==> src/rtl/wb_arb2.sv <==
// wb_arb2: two-master Wishbone arbiter with round-robin grant and bus-timeout watchdog
module wb_arb2 #(
    parameter int timeout_cycles = 255
) (
    input  logic        clk,
    input  logic        reset,
    input  logic [31:0] m0_adr_i,
    input  logic [31:0] m0_dat_i,
    input  logic [3:0]  m0_sel_i,
    input  logic        m0_we_i,
    input  logic        m0_cyc_i,
    input  logic        m0_stb_i,
    output logic [31:0] m0_dat_o,
    output logic        m0_ack_o,
    output logic        m0_err_o,
    output logic        m0_rty_o,
    input  logic [31:0] m1_adr_i,
    input  logic [31:0] m1_dat_i,
    input  logic [3:0]  m1_sel_i,
    input  logic        m1_we_i,
    input  logic        m1_cyc_i,
    input  logic        m1_stb_i,
    output logic [31:0] m1_dat_o,
    output logic        m1_ack_o,
    output logic        m1_err_o,
    output logic        m1_rty_o,
    output logic [31:0] s_adr_o,
    output logic [31:0] s_dat_o,
    output logic [3:0]  s_sel_o,
    output logic        s_we_o,
    output logic        s_cyc_o,
    output logic        s_stb_o,
    input  logic [31:0] s_dat_i,
    input  logic        s_ack_i,
    input  logic        s_err_i,
    input  logic        s_rty_i,
    output logic [1:0]  grant_o,
    output logic        timeout_o
);
    typedef enum logic [1:0] {IDLE, GNT0, GNT1} state_t;
    state_t state;
    logic last;
    logic [15:0] wcnt;
    logic [1:0] g;
    logic chg, pending, wd_fire;
    // grant is masked during reset so a stale state never reaches the bus
    assign g = {state == GNT1, state == GNT0} & {2{!reset}};
    assign grant_o = g;
    assign s_cyc_o = |(g & {m1_cyc_i, m0_cyc_i});
    assign s_stb_o = |(g & {m1_stb_i, m0_stb_i});
    assign s_adr_o = g[1] ? m1_adr_i : m0_adr_i;
    assign s_dat_o = g[1] ? m1_dat_i : m0_dat_i;
    assign s_sel_o = g[1] ? m1_sel_i : m0_sel_i;
    assign s_we_o  = g[1] ? m1_we_i : m0_we_i;
    assign m0_dat_o = s_dat_i;
    assign m1_dat_o = s_dat_i;
    assign pending = s_stb_o && !(s_ack_i || s_err_i || s_rty_i);
    assign wd_fire = pending && timeout_cycles != 0 && wcnt == 16'(timeout_cycles - 1);
    assign timeout_o = wd_fire;
    assign m0_ack_o = g[0] & s_ack_i;
    assign m1_ack_o = g[1] & s_ack_i;
    assign m0_rty_o = g[0] & s_rty_i;
    assign m1_rty_o = g[1] & s_rty_i;
    assign m0_err_o = g[0] & (s_err_i | wd_fire);
    assign m1_err_o = g[1] & (s_err_i | wd_fire);
    assign chg = state == GNT0 ? !m0_cyc_i : state == GNT1 ? !m1_cyc_i : (m0_cyc_i || m1_cyc_i);
    always_ff @(posedge clk) begin
        if (reset) begin
            state <= IDLE;
            last  <= 1'b1;
            wcnt  <= '0;
        end else begin
            case (state)
                IDLE: begin
                    if (m0_cyc_i && (!m1_cyc_i || last)) state <= GNT0;
                    else if (m1_cyc_i) state <= GNT1;
                end
                GNT0: if (!m0_cyc_i) begin
                    last  <= 1'b0;
                    state <= m1_cyc_i ? GNT1 : IDLE;
                end
                GNT1: if (!m1_cyc_i) begin
                    last  <= 1'b1;
                    state <= m0_cyc_i ? GNT0 : IDLE;
                end
                default: state <= IDLE;
            endcase
            wcnt <= (!pending || wd_fire || chg) ? '0 : wcnt == 16'hFFFF ? wcnt : wcnt + 16'd1;
        end
    end
endmodule

==> config.mk <==
export PLATFORM = sky130hd
export DESIGN_NAME = wb_arb2
export DESIGN_NICKNAME = d
export VERILOG_FILES = /design/src/rtl/wb_arb2.sv
export SDC_FILE = /design/constraint.sdc
export NUM_CORES = 1
export LEC_CHECK = 0
export ABC_AREA = 1
export ABC_CLOCK_PERIOD_IN_PS = 4300
export BUFFER_PORTS_ARGS = -buffer_cell sky130_fd_sc_hd__buf_2
export CAP_MARGIN = 5
export CORE_AREA = 4 4 122 124
export DETAILED_ROUTE_END_ITERATION = 10
export DIE_AREA = 0 0 126 128
export PLACE_DENSITY_LB_ADDON = 0.2
export RECOVER_POWER = 100
export SYNTH_ARGS = -nofsm -noshare
export SYNTH_HDL_FRONTEND = slang
export SYNTH_SLANG_ARGS = --single-unit
==> constraint.sdc <==
create_clock -name clk -period 4.3 [get_ports clk]
set_input_delay 0.86 -clock clk [delete_from_list [all_inputs] [get_ports clk]]
set_output_delay 0.86 -clock clk [all_outputs]
set_load 0.01 [all_outputs]
==> results.py, run 1 <==
metrics = {
    "place": {
        "dp_slack_ns": 1.28,
        "hpwl_microns": 12600,
        "place.gp.congestion": 0.858,
        "port_buffers": 226,
        "detailed_place.area_sq_um": 3400,
    },
    "sta": {
        "timing.final.hold_violations": 0,
        "clock_skew_ns": 0.00319,
        "final.min_clock_period_ns": 3.51,
        "fin_setup_tns_ns": 0,
        "worst_slew_slack_as_a_fraction_of_its_limit": 0.0676,
        "max_clock_freq_mhz": 285,
        "layout_worst_path_cycle_share": 0.815,
        "slew_viol_final": 0,
        "rsz0062_at_grt": "false",
        "worst_slack_ns": 0.794,
        "slew_at_the_pin_closest_to_its_max_slew_limit_ns": 1.40,
        "setup_viol": 0,
        "holdWs_ns": 0.502,
    },
    "layout": {
        "layout.nets": 824,
        "layout_commonest_cell": "sky130_fd_sc_hd__nand2_1",
        "syn2layout_area_growth_pct": 31.7,
        "final_layout_size_suffix_gt1_frac": 0.263,
        "most-common-layout-cells": "253 x sky130_fd_sc_hd__nand2_1, 149 x sky130_fd_sc_hd__buf_2, 77 x sky130_fd_sc_hd__clkbuf_1, 54 x sky130_fd_sc_hd__nor2_1, 25 x sky130_fd_sc_hd__inv_1",
        "finish.utilization": 0.244,
        "final_cell_area_sq_um": 3360,
    },
    "setup_path": {
        "signal_arrival_time_at_the_worst_endpoint_ns": 2.65,
        "critical_path_launch_point_type": "input pin",
        "worstPathRequired_ns": 3.44,
        "critPathMaxFanout": 70,
        "timing.critical_path.to_type": "output pin",
        "timing_worst_setup_path_type": "input pin to output pin",
    },
    "grt": {
        "grt_first_pass_wirelength_microns": 19900,
        "gr-usage-all-layers": 0.163,
        "globalRouteOverflowTotal": 0,
        "grt_pass1_vias": 3304,
        "antenna_violations_before_repair": 2,
        "maximum_number_of_pins_on_one_net_before_global_route_repair": 71,
    },
    "drt": {
        "route.antenna.remaining_nets": 0,
        "route.detailed.wl_per_inst_microns": 17.4,
        "dr.pass1.iters": 4,
        "route.final.wire_length_microns": 14300,
        "vias_per_cell": 4.06,
        "drc": 0,
        "initial_drc_count": 171,
        "detailroute.via_count": 3339,
    },
    "logic_synthesis": {
        "synth_area_leaders": "sky130_fd_sc_hd__nand2_1 37%, sky130_fd_sc_hd__buf_4 19%, sky130_fd_sc_hd__dfxtp_1 15%",
        "synth_top_family_by_area": "simple AND/OR/NAND/NOR gates",
        "synthesis.instances": 489,
        "synth_net_count": 670,
        "synthesis.area_per_instance_sq_um": 5.22,
        "postSynthRegisterBits": 19,
        "synth.distinct_cells": 23,
        "mux_contribution_to_synthesized_area": 0,
        "synth_largest_type_area_fraction": 0.369,
        "synth_top_area_cell": "sky130_fd_sc_hd__nand2_1",
        "synth_area_sq_um": 2550,
        "synth_area_in_xor_xnor": 0.0240,
        "area_fraction_in_compound_gates_after_synthesis": 0.0225,
        "warnings_synthesis": 0,
        "synth-seq-area-share": 0.149,
        "synth_fa_ha_area_frac": 0.00980,
        "yosys.area_share.simple": 0.540,
    },
    "status": {
        "status": "finished, final reports clean",
    },
    "floorplanning": {
        "die-width_microns": 126,
        "die-height_microns": 128,
        "placement_rows": 43,
        "core_region_area_sq_um": 13800,
        "initial_utilization": 0.185,
        "die_area_sq_um": 16100,
        "num_io_pins": 323,
    },
    "run": {
        "timing.max_cap.violations": 0,
    },
    "power": {
        "power.leakage_nw": 1.80,
        "power.density_nw_per_um2": 215,
        "ir_drop_v": 0.000155,
    },
    "clock_network": {
        "reg_clk_slew_reported_paths_ns": 0.06,
        "max-clock-path-buffers": 2,
        "cts-htree-levels": 1,
        "tritoncts": "yes",
        "insertion_delay_ns": 0.25,
        "cts-resized-gates": 0,
        "ctsRootBufferMaster": "sky130_fd_sc_hd__clkbuf_16",
        "postCtsHoldBufs": 0,
        "num_cts_buffers": 3,
        "cts_num_sinks": 19,
        "post_cts_setup_buffers": 0,
    },
    "worst_hold_path": {
        "hold_path_class": "register to register",
    },
}
[area by class of cell]
class / instances / area (sq um)
sequential: 19 / 380
multi-input combinational: 363 / 1510
clock inverter: 1 / 5.00
tap: 180 / 225
timing repair buffer: 228 / 1060
clock buffer: 3 / 75.1
fill: 1736 / 10400
antenna: 1 / 2.50
inverter: 28 / 105
[worst max-delay path, stage by stage]
cell	delay (ns)
sky130_fd_sc_hd__buf_2	0.14
sky130_fd_sc_hd__nor2_4	0.10
sky130_fd_sc_hd__clkbuf_2	1.01
sky130_fd_sc_hd__nand2_1	0.13
sky130_fd_sc_hd__nand2_1	0.15
sky130_fd_sc_hd__clkbuf_1	0.20
[cells by family after synthesis]
family / count (synthesis)
buffers and inverters: 107
AND/OR/NAND/NOR: 343
XOR/XNOR: 7
flip-flops: 19
adder cells (fa/ha/maj): 2
AO/OA/AOI/OAI: 11
[flip-flops by register name, summed over array words and instances, names as in the netlist]
| signal | flops |
|---|---|
| last | 1 |
| state | 2 |
| wcnt | 16 |
[worst paths after layout]
check                             start               endpoint  slack [ns]  cells past startpoint
setup / recovery                  reset            s_adr_o[12]        0.79                      6
hold / removal        last$_SDFFE_PP1P_      last$_SDFFE_PP1P_        0.50                      2
setup reg to reg  state[1]$_SDFFE_PP0P_  wcnt[13]$_SDFFE_PP0P_        2.27                      8
hold reg to reg       last$_SDFFE_PP1P_      last$_SDFFE_PP1P_        0.50                      2
[metal layers]
layer | routed length [microns] | GRT usage | up-vias
li1 | - | - | 1718
met3 | 1280 | 0.0446 | 39
met4 | 697 | 0.0789 | 0
met2 | 7210 | 0.291 | 178
met5 | 0 | 0 | -
met1 | 5150 | 0.177 | 1404
[metrics by stage]
stage / std cells / total power, W
after global routing: 823 / 0.000784
final: 823 / 0.000724
after detailed placement: 818 / 0.000558
after global placement: 818 / 0.000560
after CTS: 822 / 0.000756
after floorplan: 489 / 0.000417
[Yosys cell counts]
master,count
sky130_fd_sc_hd__nand2_1,251
sky130_fd_sc_hd__buf_4,64
sky130_fd_sc_hd__nor2_1,52
sky130_fd_sc_hd__inv_1,23
sky130_fd_sc_hd__dfxtp_1,19
sky130_fd_sc_hd__nand3_1,15
sky130_fd_sc_hd__clkbuf_1,14
sky130_fd_sc_hd__nor2_2,12
sky130_fd_sc_hd__a21oi_1,6
sky130_fd_sc_hd__nand4_1,5
sky130_fd_sc_hd__inv_2,4
sky130_fd_sc_hd__xor2_1,4
sky130_fd_sc_hd__nor3_1,3
sky130_fd_sc_hd__o21ai_0,3
sky130_fd_sc_hd__xnor2_1,3
sky130_fd_sc_hd__ha_1,2
sky130_fd_sc_hd__nand2_2,2
sky130_fd_sc_hd__nor2_4,2
sky130_fd_sc_hd__buf_6,1
sky130_fd_sc_hd__clkinv_1,1
sky130_fd_sc_hd__nand3_2,1
sky130_fd_sc_hd__o211ai_1,1
sky130_fd_sc_hd__o21ai_1,1
[power breakdown]
part / total (W) / internal, W / leakage (nW) / switching (W)
combinational: 0.000344 / 0.000125 / 1.61 / 0.000218
clock: 0.000194 / 0.000125 / 0.0409 / 0.0000697
sequential: 0.000186 / 0.000181 / 0.154 / 0.00000481
total: 0.000724 / 0.000431 / 1.80 / 0.000293
No activity file was read; power rests on OpenSTA's default activity.
==> run 2, diff against run 1 <==
- ABC_AREA: 1 -> 0
- ABC_CLOCK_PERIOD_IN_PS: 4300 -> 3250
- clock period: 4.3 -> 3.25 ns (I/O delays scaled with it)
==> run 2 against run 1 <==
Against the previous run: combinational power shrank 13%; largest cell class unchanged; non-clock buffer count stayed put; wire length is 8.5% lower; critical path type unchanged.
==> results.py, run 2 <==
metrics = {
    "grt": {
        "maximum_number_of_pins_on_one_net_before_global_route_repair": 41,
        "gr-usage-all-layers": 0.150,
        "antenna_violations_before_repair": 0,
        "grt_pass1_vias": 2760,
        "globalRouteOverflowTotal": 0,
        "grt_first_pass_wirelength_microns": 17900,
    },
    "logic_synthesis": {
        "synth_top_flop_cell": "sky130_fd_sc_hd__dfxtp_1",
        "synthesis.area_per_instance_sq_um": 8.92,
        "synthesis.instances": 279,
        "synth-seq-area-share": 0.153,
        "warnings_synthesis": 0,
        "postSynthRegisterBits": 19,
        "most_repeated_cell_in_the_gate_level_netlist_after_synthesis": "sky130_fd_sc_hd__mux2_2",
        "synth_largest_type_area_fraction": 0.312,
        "edff_count_synth": 0,
        "synth.distinct_cells": 47,
        "post_synth_most_frequent_cells": "69 x sky130_fd_sc_hd__mux2_2, 66 x sky130_fd_sc_hd__buf_4, 19 x sky130_fd_sc_hd__dfxtp_1, 15 x sky130_fd_sc_hd__nor2_1, 12 x sky130_fd_sc_hd__a21oi_1",
        "asyncSetResetFlopFracSynth": 0,
        "synth_net_count": 460,
        "synth_area_sq_um": 2490,
        "synth_area_leaders": "sky130_fd_sc_hd__mux2_2 31%, sky130_fd_sc_hd__buf_4 20%, sky130_fd_sc_hd__dfxtp_1 15%",
        "synth_top_area_cell": "sky130_fd_sc_hd__mux2_2",
    },
    "layout": {
        "final_layout_size_suffix_gt1_frac": 0.545,
        "layout_commonest_cell": "sky130_fd_sc_hd__buf_2",
        "largest_register_ff_count": 16,
        "top_regs": "wcnt (16), state (2), last (1)",
        "syn2layout_area_growth_pct": 32.4,
        "antenna_cells": 0,
        "instances_no_fill": 613,
        "most-common-layout-cells": "175 x sky130_fd_sc_hd__buf_2, 51 x sky130_fd_sc_hd__clkbuf_1, 44 x sky130_fd_sc_hd__mux2_2, 25 x sky130_fd_sc_hd__mux2_1, 19 x sky130_fd_sc_hd__dfxtp_1",
        "top_register": "wcnt",
        "layout.nets": 615,
    },
    "clock_network": {
        "max-clock-path-buffers": 2,
        "tritoncts": "yes",
        "cts_num_sinks": 19,
        "postCtsHoldBufs": 0,
        "insertion_delay_ns": 0.25,
        "num_cts_buffers": 3,
        "cts-htree-levels": 1,
        "cts-resized-gates": 0,
        "post_cts_setup_buffers": 0,
        "reg_clk_slew_reported_paths_ns": 0.06,
        "ctsRootBufferMaster": "sky130_fd_sc_hd__clkbuf_16",
    },
    "sta": {
        "max_clock_freq_mhz": 362,
        "slew_at_the_pin_closest_to_its_max_slew_limit_ns": 0.787,
        "layout_worst_path_cycle_share": 0.849,
        "slew_viol_final": 0,
        "final.min_clock_period_ns": 2.76,
        "clock_skew_ns": 0.0103,
        "setup_viol": 0,
        "worst_slew_slack_as_a_fraction_of_its_limit": 0.472,
        "rsz0062_at_grt": "false",
        "timing.final.hold_violations": 0,
        "fin_setup_tns_ns": 0,
    },
    "drt": {
        "route.detailed.wl_per_inst_microns": 21.4,
        "route.final.wire_length_microns": 13100,
        "dr.pass1.iters": 4,
        "route.antenna.remaining_nets": 0,
        "vias_per_cell": 4.27,
        "detailroute.via_count": 2617,
        "drc": 0,
        "initial_drc_count": 90,
    },
    "setup_path": {
        "worst_path_dominant_cell_family": "buffers and inverters",
        "timing.critical_path.to_type": "output pin",
        "crit_chain": "clkbuf_1, nor3b_2, buf_12, mux2_1, buf_2",
        "timing_worst_setup_path_type": "input pin to output pin",
        "critical_path.max_stage_delay_ns": 0.43,
        "critical_path.slowest_cell": "sky130_fd_sc_hd__mux2_1",
        "signal_arrival_time_at_the_worst_endpoint_ns": 2.11,
        "worstPathRequired_ns": 2.60,
        "worst-path-buf-inv": 3,
        "critical_path_launch_point_type": "input pin",
        "critPathMaxFanout": 33,
    },
    "power": {
        "power.density_nw_per_um2": 243,
        "power.leakage_nw": 1.38,
        "ir_drop_v": 0.000153,
    },
    "place": {
        "hpwl_microns": 11700,
        "place.gp.congestion": 0.859,
        "port_buffers": 226,
        "post-place-cells": 609,
    },
    "floorplanning": {
        "placement_rows": 43,
        "die-width_microns": 126,
        "die_area_sq_um": 16100,
        "num_io_pins": 323,
        "initial_utilization": 0.181,
        "die-height_microns": 128,
        "core_region_area_sq_um": 13800,
    },
    "worst_hold_path": {
        "hold_path_class": "register to register",
    },
    "status": {
        "status": "finished, final reports clean",
    },
    "run": {
        "timing.max_cap.violations": 0,
    },
}
[run 2: cell types whose count changed in the layout (fill, tap and decap cells not counted), moves of 7 or more]
cell	change
sky130_fd_sc_hd__nand2_1	-247
sky130_fd_sc_hd__nand3_1	-10
sky130_fd_sc_hd__mux2_2	+44
sky130_fd_sc_hd__buf_2	+26
sky130_fd_sc_hd__mux2_1	+25
sky130_fd_sc_hd__nor2_1	-39
sky130_fd_sc_hd__inv_1	-23
sky130_fd_sc_hd__clkbuf_1	-26
sky130_fd_sc_hd__a21oi_1	+7
sky130_fd_sc_hd__nor2_2	-10
[run 2: layout make-up]
type	count	area (sq um)
clock inverter	1	7.51
tap	180	225
fill	1577	10500
clock buffer	3	75.1
multi-input combinational	180	1490
inverter	2	7.51
sequential	19	380
timing repair buffer	228	1110
[run 2: report_power, final]
part	leakage, nW	switching, W	total, W	internal (W)
logic	1.19	0.000147	0.000299	0.000152
clock network	0.0371	0.0000937	0.000260	0.000166
registers	0.154	0.00000634	0.000242	0.000236
total	1.38	0.000247	0.000801	0.000554
[run 2: logic make-up after synthesis]
| kind of cell | count (synthesis) | synth area share |
|---|---|---|
| AOI/OAI and AO/OA | 34 | 0.0935 |
| xor gates and xnor gates | 2 | 0.00704 |
| adders and majority gates | 2 | 0.0101 |
| buffers and inverters | 80 | 0.233 |
| DFF | 19 | 0.153 |
| muxes | 69 | 0.312 |
| and+or+nand+nor | 73 | 0.191 |
[run 2: layer usage]
layer / GRT usage / up-vias / wire length (microns) / share of wire
met5: 0 / - / 0 / 0
met1: 0.149 / 1194 / 4290 / 0.33
met2: 0.289 / 146 / 7230 / 0.55
met4: 0.0606 / 0 / 426 / 0.032
met3: 0.0479 / 28 / 1170 / 0.089
li1: - / 1249 / - / -
[run 2: path summary, 6_finish.rpt]
kind / from / endpoint / slack (ns) / cells past startpoint
hold reg to reg: wcnt[7]$_SDFFE_PP0P_ / wcnt[7]$_SDFFE_PP0P_ / 0.51 / 2
setup / recovery: reset / s_sel_o[1] / 0.49 / 5
setup reg to reg: wcnt[0]$_SDFFE_PP0P_ / wcnt[15]$_SDFFE_PP0P_ / 0.89 / 6
hold / removal: wcnt[7]$_SDFFE_PP0P_ / wcnt[7]$_SDFFE_PP0P_ / 0.51 / 2
[run 2: metrics by stage]
stage	hold slack (ns)	area (sq um)	util	setup WS [ns]	total power [W]
floorplan	0.464	2490	-	0.776	0.000462
CTS	0.513	3400	0.247	0.515	0.000840
finish	0.513	3300	0.239	0.491	0.000801
global route	0.560	3300	0.239	0.364	0.000846
detailed placement	0.506	3320	0.241	0.569	0.000571
global placement	0.494	3320	0.241	0.586	0.000571
[run 2: worst min-delay path, cell delays in order (launching register included)]
cell and delay (ns):
sky130_fd_sc_hd__dfxtp_1 0.34, sky130_fd_sc_hd__o31ai_1 0.07, sky130_fd_sc_hd__a21oi_1 0.06
==> run 3, diff against run 2 <==
- ABC_CLOCK_PERIOD_IN_PS: 3250 -> 2500
- CORE_AREA: 4 4 122 124 -> 4 4 123 125
- DIE_AREA: 0 0 126 128 -> 0 0 127 129
- clock period: 3.25 -> 2.5 ns (I/O delays scaled with it)
==> run 3 against run 2 <==
Against the previous run: sequential power up 29%; cell area up 2.7%; die area up 1.6%; critical path type is now register to output pin; largest cell class unchanged.
==> results.py, run 3 (synthesized netlist as in run 2, its figures left out) <==
metrics = {
    "floorplanning": {
        "die-height_microns": 129,
        "initial_utilization": 0.179,
        "num_io_pins": 323,
        "core_region_area_sq_um": 13900,
        "die-width_microns": 127,
        "die_area_sq_um": 16400,
        "placement_rows": 43,
    },
    "drt": {
        "dr.pass1.iters": 4,
        "detailroute.via_count": 2721,
        "route.detailed.wl_per_inst_microns": 20.1,
        "vias_per_cell": 4.39,
        "route.final.wire_length_microns": 12500,
        "initial_drc_count": 108,
        "route.antenna.remaining_nets": 0,
        "drc": 0,
    },
    "grt": {
        "grt_pass1_vias": 2848,
        "globalRouteOverflowTotal": 0,
        "antenna_violations_before_repair": 4,
        "maximum_number_of_pins_on_one_net_before_global_route_repair": 45,
        "grt_first_pass_wirelength_microns": 17200,
        "gr-usage-all-layers": 0.140,
    },
    "layout": {
        "top_register": "wcnt",
        "layout_commonest_cell": "sky130_fd_sc_hd__buf_2",
        "most-common-layout-cells": "174 x sky130_fd_sc_hd__buf_2, 53 x sky130_fd_sc_hd__mux2_2, 51 x sky130_fd_sc_hd__clkbuf_1, 19 x sky130_fd_sc_hd__dfxtp_1, 16 x sky130_fd_sc_hd__mux2_1",
        "syn2layout_area_growth_pct": 36.0,
        "layout.filler_cells": 1556,
        "top_regs": "wcnt (16), state (2), last (1)",
        "antenna_cells": 0,
        "final_cell_area_sq_um": 3390,
        "largest_register_ff_count": 16,
        "final_layout_size_suffix_gt1_frac": 0.582,
        "layout.nets": 622,
    },
    "sta": {
        "layout_worst_path_cycle_share": 0.962,
        "setup_viol": 0,
        "fin_setup_tns_ns": 0,
        "rsz0062_at_grt": "false",
        "holdWs_ns": 0.516,
        "timing.final.hold_violations": 0,
        "slew_viol_final": 0,
        "slew_at_the_pin_closest_to_its_max_slew_limit_ns": 0.420,
        "worst_slew_slack_as_a_fraction_of_its_limit": 0.719,
        "clock_skew_ns": 0.00473,
        "final.min_clock_period_ns": 2.40,
        "max_clock_freq_mhz": 416,
    },
    "place": {
        "port_buffers": 226,
        "detailed_place.area_sq_um": 3370,
        "place.gp.congestion": 0.870,
        "hpwl_microns": 11100,
    },
    "setup_path": {
        "critical_path_launch_point_type": "register",
        "signal_arrival_time_at_the_worst_endpoint_ns": 1.90,
        "timing.critical_path.to_type": "output pin",
        "worstPathRequired_ns": 2.00,
        "timing_worst_setup_path_type": "register to output pin",
        "critPathMaxFanout": 44,
    },
    "power": {
        "power.density_nw_per_um2": 309,
        "power.clock.fraction": 0.318,
        "total_switching_power_w": 0.000318,
        "cell_internal_power_dissipation_w": 0.000730,
        "power.leakage_nw": 1.44,
        "seq_power_share": 0.298,
        "netSwitchingFraction": 0.304,
        "p_comb_frac": 0.384,
        "ir_drop_v": 0.000188,
    },
    "clock_network": {
        "cts_num_sinks": 19,
        "ctsRootBufferMaster": "sky130_fd_sc_hd__clkbuf_16",
        "post_cts_setup_buffers": 0,
        "cts-htree-levels": 1,
        "insertion_delay_ns": 0.25,
        "max-clock-path-buffers": 2,
        "num_cts_buffers": 3,
        "tritoncts": "yes",
        "reg_clk_slew_reported_paths_ns": 0.06,
    },
    "run": {
        "timing.max_cap.violations": 0,
    },
    "worst_hold_path": {
        "hold_path_class": "register to register",
    },
    "status": {
        "status": "finished, final reports clean",
    },
}
## run 3: changes by cell type in the layout (fill, tap and decap cells not counted), moves of 2 or more
cell / change
sky130_fd_sc_hd__buf_4: +6
sky130_fd_sc_hd__mux2_1: -9
sky130_fd_sc_hd__mux2_2: +9
sky130_fd_sc_hd__and2_0: -2
sky130_fd_sc_hd__clkbuf_2: +3
sky130_fd_sc_hd__and2_1: +2
## run 3: power by group through the flow
stage | logic (W) | registers (W) | clock network, W
floorplan | 0.000285 | 0.000316 | 0
global route | 0.000435 | 0.000313 | 0.000355
global placement | 0.000422 | 0.000319 | 0
detailed placement | 0.000423 | 0.000319 | 0
CTS | 0.000426 | 0.000312 | 0.000346
finish | 0.000402 | 0.000312 | 0.000333
## run 3: what timing repair did
action / in CTS / in global routing
endpoints found under the setup margin: 0 / 5
hold buffers: 0 / 0
gates resized for setup: 0 / 3
## run 3: routing by layer
metal | track usage | vias to the layer above | routed length, microns
li1 | - | 1267 | -
met1 | 0.190 | 1242 | 5500
met4 | 0.0498 | 2 | 387
met2 | 0.219 | 176 | 5520
met3 | 0.0282 | 34 | 1070
met5 | 0 | - | 13
## run 3: metrics by stage
step	utilization	power [W]	worst slack [ns]	instances
2_1_floorplan	-	0.000601	0.326	279
3_3_place_gp	0.243	0.000741	0.175	616
3_5_place_dp	0.243	0.000742	0.178	616
4_1_cts	0.248	0.00108	0.0773	620
5_1_grt	0.244	0.00110	0.0000562	620
6_report	0.244	0.00105	0.0954	620
## run 3: cell type report
cell class,instances,area [sq um],share of cell area
clock buffers,4,78.8,0.0233
inverters,2,7.51,0.00222
multi-input cells,180,1540,0.453
flip-flops and latches,19,380,0.112
well taps,180,225,0.0665
repair buffers,235,1160,0.342
## run 3: path summary, 6_finish.rpt
check                                            from                     to  slack, ns  cells past startpoint
worst max-delay path            state[0]$_SDFFE_PP0P_            s_dat_o[14]        0.1                      5
worst max register to register  state[0]$_SDFFE_PP0P_  wcnt[15]$_SDFFE_PP0P_       0.63                      4
worst min-delay path            wcnt[10]$_SDFFE_PP0P_  wcnt[10]$_SDFFE_PP0P_       0.52                      2
worst min register to register  wcnt[10]$_SDFFE_PP0P_  wcnt[10]$_SDFFE_PP0P_       0.52                      2
## run 3: critical path, stage by stage, from the launching register on
cell,delay (ns)
sky130_fd_sc_hd__dfxtp_1,0.43
sky130_fd_sc_hd__nor3b_2,0.22
sky130_fd_sc_hd__buf_4,0.16
sky130_fd_sc_hd__buf_12,0.23
sky130_fd_sc_hd__mux2_2,0.42
sky130_fd_sc_hd__buf_2,0.15
